## src/rtl/seg_pkg.sv

```systemverilog
// Shared definitions for the seven-segment receive path.
//   seg_t       : 7-bit active-low segment pattern, bit0=a .. bit6=g
//   SEG_BLANK   : all segments off
//   GLYPH_TABLE : index = hex value, entry = active-low pattern for that digit
//   state_t     : decoder FSM states
package seg_pkg;

  typedef logic [6:0] seg_t;

  localparam seg_t SEG_BLANK = 7'h7F;

  // Packed so that GLYPH_TABLE[i] is the pattern for hex digit i.
  localparam logic [15:0][6:0] GLYPH_TABLE = {
    7'h0E, 7'h06, 7'h21, 7'h46, 7'h03, 7'h08, 7'h18, 7'h00,
    7'h78, 7'h02, 7'h12, 7'h19, 7'h30, 7'h24, 7'h79, 7'h40
  };

  typedef enum logic [1:0] {
    ST_SETTLE,
    ST_PRESENT,
    ST_WAIT_CHANGE
  } state_t;

endpackage

```

## src/rtl/seg_glyph_lookup.sv

```systemverilog
// Combinational segment-pattern to hex-digit lookup.
//   pattern : active-low segment pattern
//   legal   : pattern is one of the 16 hex glyphs
//   nibble  : decoded value (0 when not legal)
module seg_glyph_lookup
  import seg_pkg::*;
(
  input  seg_t       pattern,
  output logic       legal,
  output logic [3:0] nibble
);

  always_comb begin
    legal  = 1'b0;
    nibble = '0;
    for (int unsigned i = 0; i < 16; i++) begin
      if (pattern == GLYPH_TABLE[i]) begin
        legal  = 1'b1;
        nibble = 4'(i);
      end
    end
  end

endmodule

```

## src/rtl/seg_pattern_decoder.sv

```systemverilog
// Seven-segment receive decoder: synchronises and debounces a raw segment
// bus, decodes each newly stable glyph to a hex nibble and presents it once
// on a valid/ready output. Illegal patterns raise err_pulse; a legal glyph
// qualifying while the previous nibble is still unaccepted raises
// overrun_pulse and is dropped.
// Optional feature macro: SEG_ERRCNT_EN adds err_count (saturating 8-bit).
// Ports:
//   clk, rst_n        : clock, asynchronous active-low reset
//   seg_in[6:0]       : raw active-low segment bus (asynchronous)
//   out_ready         : consumer accepts nibble
//   out_valid         : nibble available
//   out_nibble[3:0]   : decoded hex value
//   err_pulse         : one-cycle illegal-pattern flag
//   err_pattern[6:0]  : last illegal pattern
//   overrun_pulse     : one-cycle dropped-glyph flag
//   err_count[7:0]    : (SEG_ERRCNT_EN only) error + overrun count
module seg_pattern_decoder
  import seg_pkg::*;
#(
  parameter int unsigned STABLE_CYCLES = 4
) (
  input  logic       clk,
  input  logic       rst_n,
  input  logic [6:0] seg_in,
  input  logic       out_ready,
  output logic       out_valid,
  output logic [3:0] out_nibble,
  output logic       err_pulse,
  output logic [6:0] err_pattern,
  output logic       overrun_pulse
`ifdef SEG_ERRCNT_EN
  ,
  output logic [7:0] err_count
`endif
);

  localparam logic [7:0] STABLE_MAX = 8'(STABLE_CYCLES);

  seg_t       sync1_q, sync2_q, prev_q, last_q;
  logic [7:0] cnt_q;
  state_t     state_q;
  logic       same, qualify, clear_cnt;
  logic       glyph_legal;
  logic [3:0] glyph_nibble;

  assign same = (sync2_q == prev_q);
  // Qualify on the edge where the count steps up to STABLE_CYCLES, so the
  // FSM reacts in the same cycle the counter saturates.
  assign qualify = same && (cnt_q == STABLE_MAX - 8'd1);
  // Leaving WAIT_CHANGE restarts debouncing even if the counter is saturated
  // (covers a glyph that qualified during the handshake cycle).
  assign clear_cnt = (state_q == ST_WAIT_CHANGE) && (sync2_q != last_q);

  seg_glyph_lookup u_lookup (
    .pattern (sync2_q),
    .legal   (glyph_legal),
    .nibble  (glyph_nibble)
  );

  always_ff @(posedge clk or negedge rst_n) begin
    if (!rst_n) begin
      sync1_q <= SEG_BLANK;
      sync2_q <= SEG_BLANK;
      prev_q  <= SEG_BLANK;
      cnt_q   <= '0;
    end else begin
      sync1_q <= seg_in;
      sync2_q <= sync1_q;
      prev_q  <= sync2_q;
      if (clear_cnt || !same)
        cnt_q <= '0;
      else if (cnt_q < STABLE_MAX)
        cnt_q <= cnt_q + 8'd1;
    end
  end

  always_ff @(posedge clk or negedge rst_n) begin
    if (!rst_n) begin
      state_q       <= ST_SETTLE;
      last_q        <= SEG_BLANK;
      out_valid     <= 1'b0;
      out_nibble    <= '0;
      err_pulse     <= 1'b0;
      err_pattern   <= SEG_BLANK;
      overrun_pulse <= 1'b0;
    end else begin
      err_pulse     <= 1'b0;
      overrun_pulse <= 1'b0;
      case (state_q)
        ST_SETTLE: begin
          if (qualify) begin
            state_q <= ST_WAIT_CHANGE;
            if (sync2_q != last_q) begin
              last_q <= sync2_q;
              if (glyph_legal) begin
                out_valid  <= 1'b1;
                out_nibble <= glyph_nibble;
                state_q    <= ST_PRESENT;
              end else if (sync2_q != SEG_BLANK) begin
                err_pulse   <= 1'b1;
                err_pattern <= sync2_q;
              end
            end
          end
        end
        ST_PRESENT: begin
          if (out_ready) begin
            out_valid <= 1'b0;
            state_q   <= ST_WAIT_CHANGE;
          end else if (qualify && (sync2_q != last_q)) begin
            last_q <= sync2_q;
            if (glyph_legal) begin
              overrun_pulse <= 1'b1;
            end else if (sync2_q != SEG_BLANK) begin
              err_pulse   <= 1'b1;
              err_pattern <= sync2_q;
            end
          end
        end
        ST_WAIT_CHANGE: begin
          if (sync2_q != last_q)
            state_q <= ST_SETTLE;
        end
        default: state_q <= ST_SETTLE;
      endcase
    end
  end

`ifdef SEG_ERRCNT_EN
  always_ff @(posedge clk or negedge rst_n) begin
    if (!rst_n)
      err_count <= '0;
    else if ((err_pulse || overrun_pulse) && (err_count != 8'hFF))
      err_count <= err_count + 8'd1;
  end
`endif

endmodule

```

## config.mk

```make
export PLATFORM = sky130hd
export DESIGN_NAME = seg_pattern_decoder
export DESIGN_NICKNAME = d
export VERILOG_FILES = /design/src/rtl/seg_pkg.sv /design/src/rtl/seg_glyph_lookup.sv /design/src/rtl/seg_pattern_decoder.sv
export SDC_FILE = /design/constraint.sdc
export NUM_CORES = 1
export LEC_CHECK = 0
export CAP_MARGIN = 20
export CORE_MARGIN = 4
export CORE_UTILIZATION = 35
export CTS_CLUSTER_SIZE = 24
export DETAILED_ROUTE_END_ITERATION = 7
export DONT_BUFFER_PORTS = 1
export SYNTH_ARGS = -nofsm -noshare
export SYNTH_HDL_FRONTEND = slang
export SYNTH_SLANG_ARGS = --single-unit
```

## constraint.sdc

```tcl
create_clock -name clk -period 6.2 [get_ports clk]
set_clock_uncertainty 0.15 [all_clocks]
set_input_delay 0.62 -clock clk [delete_from_list [all_inputs] [get_ports clk]]
set_output_delay 0.62 -clock clk [all_outputs]
set_load 0.05 [all_outputs]
```

Yosys cells after proc, flatten, opt, wreduce, memory -nomap -nowiden

Index checks and enable logic that the tools add are counted.

Bits in read-only memories: 0
RAM bits: 0
Bits in registers: 52
Memories: 0
Logic and storage cells: 121
Bits in latches: 0

Shift-type cells: 0
Equal/unequal tests: 28
$lt $le $gt $ge: 1
Bitwise logic cells: 0
Add/sub/neg operators: 1
Multipliers: 0
Divide/modulo/power cells: 0
Reductions and logical operators: 13
Muxes and demuxes: 67

Operators by type and width:

| kind                                                                          | number |
|---|---|
| 7-bit two-way mux                                                             | 10 |
| 4-bit two-way mux                                                             | 8 |
| 1-bit two-way mux                                                             | 31 |
| 7-bit equality test (second input constant)                                   | 4 |
| 7-bit one-hot mux with 2 select lines                                         | 2 |
| 7-bit by 5-bit equality test with 1-bit output (second input constant)        | 3 |
| 7-bit by 6-bit equality test with 1-bit output (second input constant)        | 3 |
| 8-bit two-way mux                                                             | 2 |
| 7-bit by 2-bit equality test with 1-bit output (second input constant)        | 2 |
| 7-bit by 4-bit equality test with 1-bit output (second input constant)        | 2 |
| 2-bit two-way mux                                                             | 7 |
| 3-bit two-way mux                                                             | 4 |
| 2-bit inequality test (second input constant)                                 | 6 |
| 5-bit AND reduction                                                           | 2 |
| 8-bit by 1-bit adder with 8-bit output (second input constant)                | 1 |
| 8-bit by 2-bit equality test with 1-bit output (second input constant)        | 1 |
| 8-bit by 3-bit less-than comparator with 1-bit output (second input constant) | 1 |
| 7-bit by 3-bit equality test with 1-bit output (second input constant)        | 1 |
| 7-bit equality test                                                           | 1 |
| 7-bit zero test                                                               | 1 |
| 7-bit inequality test                                                         | 1 |
| 7-bit inequality test (second input constant)                                 | 1 |
| 2-bit one-hot mux with 3 select lines                                         | 1 |
| 1-bit one-hot mux with 2 select lines                                         | 2 |
| 10 further kinds                                                              | 13 |

Depth between registers and ports, before layout

Gate-level depths: netlist of run 1.

Word-level depth: 21
Mapped depth: 8
Gate-level depth less buffers: 5

Cells and area by module

From an unflattened synthesis of run 1, not the netlist that was laid out.

Cell total of the unflattened synthesis: 184
Area total of the unflattened synthesis: 2,437.3 um^2

By module, submodules not included:

| module              | area an instance (um^2) | times used | cells an instance |
|---|---|---|---|
| seg_pattern_decoder | 2,024.4                 | 1          | 128 |
| seg_glyph_lookup    | 412.9                   | 1          | 56 |

Least setup slack after synthesis of run 1

No wires, ideal clock.

Kind: register to register
From: register sync2_q[6]
To: register out_nibble[0]
Path buffers: 1
Arrival time: 2.133 ns
Cell stages (with the launch flop): 7
Period minus slack after synthesis: 2.411 ns
Slack: 3.789 ns
Cells stage by stage: dfstp_2 clkbuf_1 xnor2_1 nand3_1 or3_4 a2111oi_4 mux2_1

Word-level cells in the longest chain between the ends: 18
Elaborated cells between the ends (all ways): 51
Classes of those cells: eq/ne (17); mux (31); reduce/logical (3)

Ends and longest elaborated chain:

| item                                 | line                      | text |
|---|---|---|
| start: declaration                   | seg_pattern_decoder.sv:39 | `seg_t sync1_q, sync2_q, prev_q, last_q;` |
| start signal: assignment             | seg_pattern_decoder.sv:68 | `sync2_q <= sync1_q;` |
| 7-bit equality test                  | seg_glyph_lookup.sv:17    | `if (pattern == GLYPH_TABLE[i]) begin` |
| 1-bit two-way mux (16 in series)     | seg_glyph_lookup.sv:17    |  |
| 4-bit AND reduction (no source line) | n/a                       |  |
| end signal: assignment               | seg_pattern_decoder.sv:97 | `out_nibble <= glyph_nibble;` |
| end: declaration                     | seg_pattern_decoder.sv:27 | `output logic [3:0] out_nibble,` |

Parallel ways exist; a longest one is shown, timed or not.
A chain may end at the register's enable or synchronous reset.

Worst setup path after layout of run 1

From: register sync2_q[0]
To: register out_nibble[0]

Same word-level chain as after synthesis.

==> run_results.csv, run 1 <==
group,metric,value,unit
yosys,synth-async-reset-ratio,100,%
yosys,synth_largest_area_cell,"dfstp_2",
die,initial_utilization,36.9,%
sta,drv_slew,0,
yosys,synth-seq-cells,52,
placement,portBuffers,0,
placement,dp.cells,295,
yosys,synth_area,2560,µm²
sta,relSlewSlack,61.8,%
power,powerDensity,219,nW/µm²
setup_path,crit_path_start_kind,"flip-flop",
global_route,grt_pass1_vias,1593,
setup_path,rr_worst_depth,5,
finish,layout-drive-gt1-share,33.0,%
routing,ant_nets,0,
setup_path,path_cells,"nor4bb_1, a21oi_1, o211a_2, a2111oi_4, mux2_1",
die,core,6940,µm²
sta,min_period,2.74,ns
global_route,grt_max_degree,51,
routing,num_vias,1573,
yosys,yosys-top-cells-area,"dfstp_2, dfrtp_1, mux2_2",
power,swShare,23.4,%
clock_tree,cts_hold_buffers,2,
yosys,synth_flop_cell,"dfstp_2",
die,dieHeight,93.6,µm
power,power.share.sequential,61.6,%
finish,fin_nets,219,
clock_tree,htreeDepth,2,
run_status,status,"finished clean",
power,leakagePower,1.06,nW
global_route,antenna_found_initial,0,
clock_tree,cts_resized,0,
die,rows,30,
placement,finalWeightedCongestion,0.772,
clock_tree,path_clk_slew,0.09,ns
die,dieArea,8760,µm²
yosys,syn_nets,228,
routing,post_drt_via_cell_ratio,5.16,
sta,finalSetupTns,0,ns
finish,nFillCells,675,
die,fp.dieW,93.6,µm
sta,worstMarginPinSlew,0.566,ns
setup_path,reg2reg_to,"out_nibble[0]$_DFFE_PN0P_",
yosys,synth_common_cells,"dfstp_2, dfrtp_1, mux2_2",
setup_path,critPathArrivalTime,2.77,ns
setup_path,path_class,"flip-flop to flip-flop",
setup_path,cp_max_fo,26,
die,ioPinCount,24,
power,power.share.clock,33.0,%
setup_path,critPathCaptureType,"flip-flop",
finish,layout.cells.non_filler,305,
job,cap_viol_max_count,0,
global_route,grt_overflow,0,
sta,fmax,365,MHz
setup_path,reg2reg_slack,3.46,ns
finish,antenna_cells,0,
clock_tree,cts-buffers-inserted,5,
global_route,grt_usage,11.8,%
routing,drc,0,
clock_tree,tritoncts,"built",
yosys,synth_edf_count,0,
yosys,synth_most_common_cell,"dfstp_2",
setup_path,r2r_start,"sync2_q[0]$_DFF_PN1_",
clock_tree,postCtsSetupRepairBufs,0,
yosys,postSynthAreaPerCell,11.8,µm²
sta,period_share,44.2,%
yosys,synth_cell_types,61,
routing,wl_per_cell,15.3,µm
routing,drt-pass1-iter-count,4,
yosys,synth_seq_area_share,52.4,%
power,internal_power,0.459,mW
routing,first_iter_violations,81,
clock_tree,clk_latency,0.30,ns
yosys,post_synth_inst_count,217,
global_route,grt_pass1_wl,8180,µm
placement,dp_hpwl,3080,µm
setup_path,crit_path_max_incr_delay,0.82,ns
setup_path,cp_slowest_cell,"dfstp_2",
clock_tree,cts_buffer_depth,2,
power,vdd_drop_max,0.000109,V
sta,hold_violations,0,
yosys,synth.top_cell.area_share,35.9,%
clock_tree,clock-sinks,52,
routing,drt-total-wl,4680,µm
worst_hold_path,hp-class,"input pin to asynchronous set/reset pin",
finish,areaGrowthSynthToFinish,6.44,%
sta,setup_viol,0,
setup_path,crit_required,6.23,ns
clock_tree,clockRootBuffer,"clkbuf_8",
power,combPwrFrac,5.5,%
finish,final_util,39.3,%
yosys,yosysWarnings,0,
power,p_sw,0.140,mW
sta,rsz0062_at_grt,"false",
-- worst max-delay path, delay by kind of cell (launching register included) --
kind | cells | cell delay [ns]
flops | 1 | 0.82
compound gates | 3 | 0.85
mux | 1 | 0.35
simple gates | 1 | 0.44
-- cells in the final DEF (no fill, tap or decap), types with 2 or more instances in the layout --
master	n
o21ai_1	3
o21ai_0	3
nand4_1	3
nor4bb_1	4
a211o_1	2
nand2b_1	3
or4_1	3
nor2_1	8
mux2_1	4
mux2_2	13
and2_1	8
nand2_1	9
nand3b_1	2
xnor2_1	8
a21boi_1	2
dfrtp_1	17
nor4_1	3
clkbuf_8	6
dfstp_2	35
a31oi_1	3
o211ai_1	3
nand4b_1	2
nand3_1	5
or3_1	4
xor2_1	9
a21oi_1	7
inv_1	5
-- logic make-up after synthesis --
kind of cell,after synthesis,synth area share (%)
flops,52,52.4
buf+inv,23,4.20
xor+xnor,17,5.81
mux,17,7.46
simple gates,68,17.5
fa+ha+maj,1,0.488
compound gates,39,12.1
-- metrics by stage --
step | power [mW] | hold slack [ns] | setup slack, ns | instance area (µm²)
after floorplan | 0.394 | 0.174 | 3.79 | 2560
after global placement | 0.398 | 0.177 | 3.55 | 2600
after detailed placement | 0.399 | 0.178 | 3.48 | 2600
after CTS | 0.613 | 0.0153 | 3.46 | 2730
after global routing | 0.630 | 0.0241 | 3.29 | 2730
final | 0.599 | 0.0176 | 3.46 | 2730
-- power groups by stage --
stage	combinational, mW	clock (mW)	sequential, mW
2_1_floorplan	0.0339	0	0.360
3_3_place_gp	0.0240	0	0.374
3_5_place_dp	0.0240	0	0.375
4_1_cts	0.0334	0.210	0.369
5_1_grt	0.0372	0.221	0.372
6_report	0.0327	0.197	0.369
-- how the worst max path moves through the flow --
stage,start,to,slack (ns),depth (start not counted)
finish,sync2_q[0]$_DFF_PN1_,out_nibble[0]$_DFFE_PN0P_,3.46,5
global route,sync2_q[0]$_DFF_PN1_,out_nibble[0]$_DFFE_PN0P_,3.29,5
detailed placement,sync2_q[0]$_DFF_PN1_,out_nibble[1]$_DFFE_PN0P_,3.48,5
CTS,sync2_q[0]$_DFF_PN1_,out_nibble[0]$_DFFE_PN0P_,3.46,5
global placement,sync2_q[0]$_DFF_PN1_,out_nibble[0]$_DFFE_PN0P_,3.55,5
floorplan,sync2_q[6]$_DFF_PN1_,out_nibble[0]$_DFFE_PN0P_,3.79,6
-- final cells by class --
type / instances / area, µm² / area share [%]
clock inverters: 2 / 13.8 / 0.504
inverters: 5 / 18.8 / 0.687
multi-input cells: 142 / 1110 / 40.7
repair buffers: 2 / 37.5 / 1.37
flip-flops and latches: 52 / 1350 / 49.3
clock buffers: 6 / 82.6 / 3.02
well taps: 96 / 120 / 4.40
-- routing by layer --
layer / share of wire, % / GRT usage, % / up-vias
met5: 0 / 0 / -
met4: 0.98 / 3.25 / 0
met3: 4.8 / 3.22 / 4
met2: 46 / 18.2 / 34
met1: 48 / 16.4 / 771
li1: - / - / 764
-- flip-flops by register name, summed over array words and instances, names as in the netlist --
name           count
cnt_q              8
err_pattern        7
last_q             7
prev_q             7
sync1_q            7
sync2_q            7
out_nibble         4
state_q            2
err_pulse          1
out_valid          1
overrun_pulse      1
Note: power is estimated with default switching activity, not from simulation.
==> run 2: changes to the inputs <==
clock period = 2.47 ns   (was 6.2 ns; I/O delays follow)
==> run 2 against run 1 <==
Final cell count rose by 16%. First-iteration DRC count rose by 73%. Final area rose by 20%. Sequential cell count did not move. Critical path type unchanged. Highest routed layer unchanged.
==> run_results.csv, run 2 (same netlist as run 1, synthesis figures left out) <==
group,metric,value,unit
sta,worst_slack,0.0399,ns
die,dieArea,8760,µm²
finish,areaGrowthSynthToFinish,28.0,%
routing,ant_nets,0,
sta,finalSetupTns,0,ns
placement,dp_hpwl,3520,µm
global_route,top_usage_layer,"met2",
routing,post_drt_via_cell_ratio,4.97,
clock_tree,clk_latency,0.30,ns
setup_path,path_class,"flip-flop to flip-flop",
global_route,use_met2,19.8,%
clock_tree,clock-sinks,52,
sta,hold_violations,0,
setup_path,cp_slowest_cell,"a2111oi_4",
finish,nFillCells,608,
clock_tree,cts_buffer_depth,2,
sta,period_share,98.4,%
setup_path,crit_path_start_kind,"flip-flop",
routing,first_iter_violations,140,
routing,drc,0,
routing,drt-total-wl,5380,µm
die,dieHeight,93.6,µm
finish,layout.cells.non_filler,353,
run_status,status,"finished clean",
finish,layout_commonest_cell,"buf_4",
global_route,grt_pass1_vias,1788,
setup_path,critPathBufInv,2,
routing,wl_per_cell,15.2,µm
sta,relSlewSlack,61.7,%
finish,largest_reg_flops,8,
finish,mostFrequentLayoutCells,"buf_4, dfstp_2, dfrtp_1, mux2_2",
global_route,met1_usage,18.2,%
clock_tree,tritoncts,"built",
sta,fmax,412,MHz
job,cap_viol_max_count,0,
power,powerDensity,484,nW/µm²
setup_path,cp_max_fo,5,
die,ioPinCount,24,
routing,drt-pass1-iter-count,4,
power,power,1.59,mW
global_route,grt_max_degree,53,
setup_path,critPathArrivalTime,2.48,ns
finish,seqCellArea,1350,µm²
clock_tree,path_clk_slew,0.09,ns
clock_tree,clockRootBuffer,"clkbuf_8",
die,rows,30,
global_route,grt_overflow,0,
placement,pre_cts_slack,-0.0761,ns
placement,finalWeightedCongestion,0.870,
global_route,grt_usage,13.0,%
global_route,grt_util_met3,3.30,%
placement,dp.cells,320,
finish,layout-drive-gt1-share,47.1,%
worst_hold_path,hp-class,"input pin to flip-flop",
sta,drv_slew,0,
sta,min_period,2.43,ns
finish,final_util,47.3,%
sta,hold-worst-slack,0.0299,ns
finish,antenna_cells,0,
placement,place_area,2800,µm²
setup_path,critPathTopFamily,"compound AO/OA/AOI/OAI gates",
sta,rsz0062_at_grt,"true",
routing,num_vias,1756,
sta,worstMarginPinSlew,0.567,ns
finish,fin_area,3280,µm²
die,fp.dieW,93.6,µm
global_route,antenna_found_initial,0,
power,leakagePower,1.34,nW
die,initial_utilization,36.9,%
setup_path,critPathCaptureType,"flip-flop",
global_route,grt_pass1_wl,8970,µm
finish,largest-register,"cnt_q",
finish,fin_nets,268,
clock_tree,htreeDepth,2,
finish,multi_input_area,1250,µm²
setup_path,crit_required,2.52,ns
setup_path,crit_path_max_incr_delay,0.49,ns
setup_path,path_cells,"buf_4, buf_6, nor4bb_4, a21oi_2, o211a_4, a2111oi_4, mux2_4",
sta,setup_viol,0,
placement,portBuffers,0,
clock_tree,cts-buffers-inserted,5,
power,vdd_drop_max,0.000294,V
die,core,6940,µm²
run 2: metal layers:
layer | wire length (µm) | part of all wire [%]
met1 | 2580 | 48
met2 | 2530 | 47
met3 | 203 | 3.8
met4 | 70 | 1.3
met5 | 0 | 0
run 2: final cells by class:
type,instances,share of cell area (%)
repair buffers,51,13.7
clock buffers,6,2.52
clock inverters,1,0.267
multi-input cells,142,38.2
inverters,5,0.572
well taps,96,3.66
flip-flops and latches,52,41.1
run 2: final timing paths:
kind	start	end	slack (ns)	cells past startpoint
setup / recovery	sync2_q[1]$_DFF_PN1_	out_nibble[0]$_DFFE_PN0P_	0.04	7
hold / removal	out_ready	err_pulse$_DFF_PN0_	0.03	3
setup reg to reg	sync2_q[1]$_DFF_PN1_	out_nibble[0]$_DFFE_PN0P_	0.04	7
hold reg to reg	sync1_q[6]$_DFF_PN1_	sync2_q[6]$_DFF_PN1_	0.21	0
max in group asynchronous	rst_n	prev_q[4]$_DFF_PN1_	1.59	2
min in group asynchronous	rst_n	cnt_q[7]$_DFFE_PN0P_	0.29	2
run 2: worst min-delay path, cell delays in order:
cell	delay [ns]
a21oi_1	0.06
nand3_1	0.08
nor4_1	0.06
run 2: report_power, final:
| part | switching (mW) | internal (mW) |
|---|---|---|
| registers | 0.0179 | 0.885 |
| clock network | 0.277 | 0.224 |
| logic | 0.0943 | 0.0903 |
run 2: timing repair:
item / CTS / global route
buffers inserted: 3 / 13
pin swaps: 1 / 9
endpoints found under the hold margin: 61 / 0
resized for setup: 4 / 28
endpoints found under the setup margin: 10 / 27
hold buffers: 10 / 0
==> run 3: changes to the inputs <==
CORE_UTILIZATION = 56   (was 35)
PLACE_DENSITY = 0.74   (was unset)
==> run 3 against run 2 <==
The run now ends with negative setup slack left. Sequential cell count did not move. Wire length rose by 5.8%. Final area fell by 2.4%. Sequential power barely moved. Maximum frequency fell by 1.8%. Power fell by 1.2%. Count of clock-buffer cells in the layout fell by 1. Register-to-register slack got worse by 0.05 ns.
==> run_results.csv, run 3 (same netlist as run 1, synthesis figures left out) <==
group,metric,value,unit
global_route,grt_pass1_wl,9400,µm
setup_path,crit_path_start_kind,"flip-flop",
finish,areaGrowthSynthToFinish,24.9,%
die,dieArea,5730,µm²
power,powerDensity,490,nW/µm²
sta,setup_viol,3,
setup_path,critPathArrivalTime,2.52,ns
finish,antenna_cells,0,
die,core,4380,µm²
global_route,grt_pass1_vias,1925,
routing,ant_nets,0,
clock_tree,path_clk_slew,0.09,ns
setup_path,crit_required,2.51,ns
finish,mostFrequentLayoutCells,"buf_4, dfstp_2, dfrtp_1, mux2_2",
routing,post_drt_via_cell_ratio,6.06,
routing,drt-total-wl,5690,µm
die,dieHeight,75.7,µm
power,vdd_drop_max,0.000383,V
finish,layout-drive-gt1-share,49.0,%
sta,drv_slew,0,
sta,hold_violations,0,
die,ioPinCount,24,
sta,worst_slack,-0.00543,ns
finish,largest_reg_flops,8,
placement,portBuffers,0,
clock_tree,cts-buffers-inserted,5,
power,leakagePower,1.34,nW
sta,relSlewSlack,65.4,%
routing,drc,0,
finish,layout_commonest_cell,"buf_4",
clock_tree,tritoncts,"built",
finish,fin_nets,273,
sta,min_period,2.48,ns
setup_path,critPathCaptureType,"flip-flop",
run_status,status,"complete, but fails checks",
routing,wl_per_cell,18.1,µm
finish,layout.cells.non_filler,315,
global_route,grt_overflow,0,
sta,fmax,404,MHz
die,fp.dieW,75.7,µm
die,rows,24,
global_route,grt_usage,22.0,%
setup_path,path_class,"flip-flop to flip-flop",
clock_tree,clockRootBuffer,"clkbuf_8",
clock_tree,htreeDepth,2,
finish,final_util,73.1,%
sta,finalSetupTns,-0.0112,ns
global_route,grt_max_degree,53,
placement,dp_hpwl,3760,µm
job,cap_viol_max_count,0,
clock_tree,clk_latency,0.30,ns
finish,largest-register,"cnt_q",
setup_path,cp_max_fo,8,
clock_tree,cts_buffer_depth,2,
worst_hold_path,hp-class,"input pin to flip-flop",
routing,num_vias,1908,
clock_tree,clock-sinks,52,
routing,first_iter_violations,130,
run_status,violations,"negative setup slack",
sta,period_share,100,%
sta,rsz0062_at_grt,"true",
die,initial_utilization,58.5,%
routing,drt-pass1-iter-count,4,
placement,finalWeightedCongestion,0.901,
placement,dp.cells,279,
sta,worstMarginPinSlew,0.519,ns
global_route,antenna_found_initial,0,
==> run 3: power breakdown <==
| part | total [mW] | leakage [nW] | switching, mW | internal [mW] |
|---|---|---|---|---|
| combinational | 0.184 | 0.687 | 0.0930 | 0.0915 |
| clock | 0.480 | 0.0489 | 0.278 | 0.202 |
| sequential | 0.905 | 0.604 | 0.0194 | 0.885 |
| total | 1.57 | 1.34 | 0.391 | 1.18 |
==> run 3: worst max-delay path, cell delays in order (launching register included) <==
cell       delay [ns]
dfstp_4          0.69
xnor2_2          0.13
nand3_2          0.14
or3_4            0.44
a2111oi_4        0.48
mux2_4           0.34
==> run 3: timing repair <==
| action | CTS | global route |
|---|---|---|
| gates resized for setup | 6 | 16 |
| cloned | 0 | 0 |
| buffers inserted | 9 | 9 |
| endpoints found under the setup margin | 13 | 20 |
| endpoints found under the hold margin | 61 | 0 |
| pin swaps | 2 | 7 |
| hold buffers | 10 | 0 |
==> run 3: per-layer routing <==
metal	vias up	share of wire, %	global-route usage [%]
li1	871	-	-
met1	955	43	28.2
met2	71	50	37.6
met3	11	5.1	4.22
met4	0	1.9	7.18
met5	-	0	0
==> run 3: per-stage QoR <==
| stage | area (µm²) | total power, mW | hold slack [ns] | worst slack, ns |
|---|---|---|---|---|
| detailed placement | 2750 | 1.03 | -0.198 | -0.128 |
| global route | 3200 | 1.66 | 0.0113 | -0.0678 |
| finish | 3200 | 1.57 | 0.0324 | -0.00543 |
| global placement | 2750 | 1.03 | -0.197 | -0.0606 |
| CTS | 3060 | 1.56 | 0.0170 | 0.00802 |
| floorplan | 2560 | 0.989 | -0.199 | 0.0590 |
==> run 3: path summary, 6_finish.rpt <==
check,from,endpoint,slack (ns),cells past startpoint
max,sync2_q[5]$_DFF_PN1_,out_nibble[1]$_DFFE_PN0P_,-0.005,5
min,out_ready,err_pulse$_DFF_PN0_,0.03,3
max reg2reg,sync2_q[5]$_DFF_PN1_,out_nibble[1]$_DFFE_PN0P_,-0.005,5
min reg2reg,sync1_q[6]$_DFF_PN1_,sync2_q[6]$_DFF_PN1_,0.21,0
max in group asynchronous,rst_n,last_q[0]$_DFFE_PN1P_,1.61,2
min in group asynchronous,rst_n,cnt_q[3]$_DFFE_PN0P_,0.29,2
==> run 3: cell type report <==
cell class | count | area [µm²]
Inverter | 5 | 18.8
Sequential cell | 52 | 1350
Clock buffer | 5 | 68.8
Multi-Input combinational cell | 142 | 1210
Timing Repair Buffer | 56 | 470
Clock inverter | 3 | 20.0
Fill cell | 309 | 1180
Tap cell | 52 | 65.1
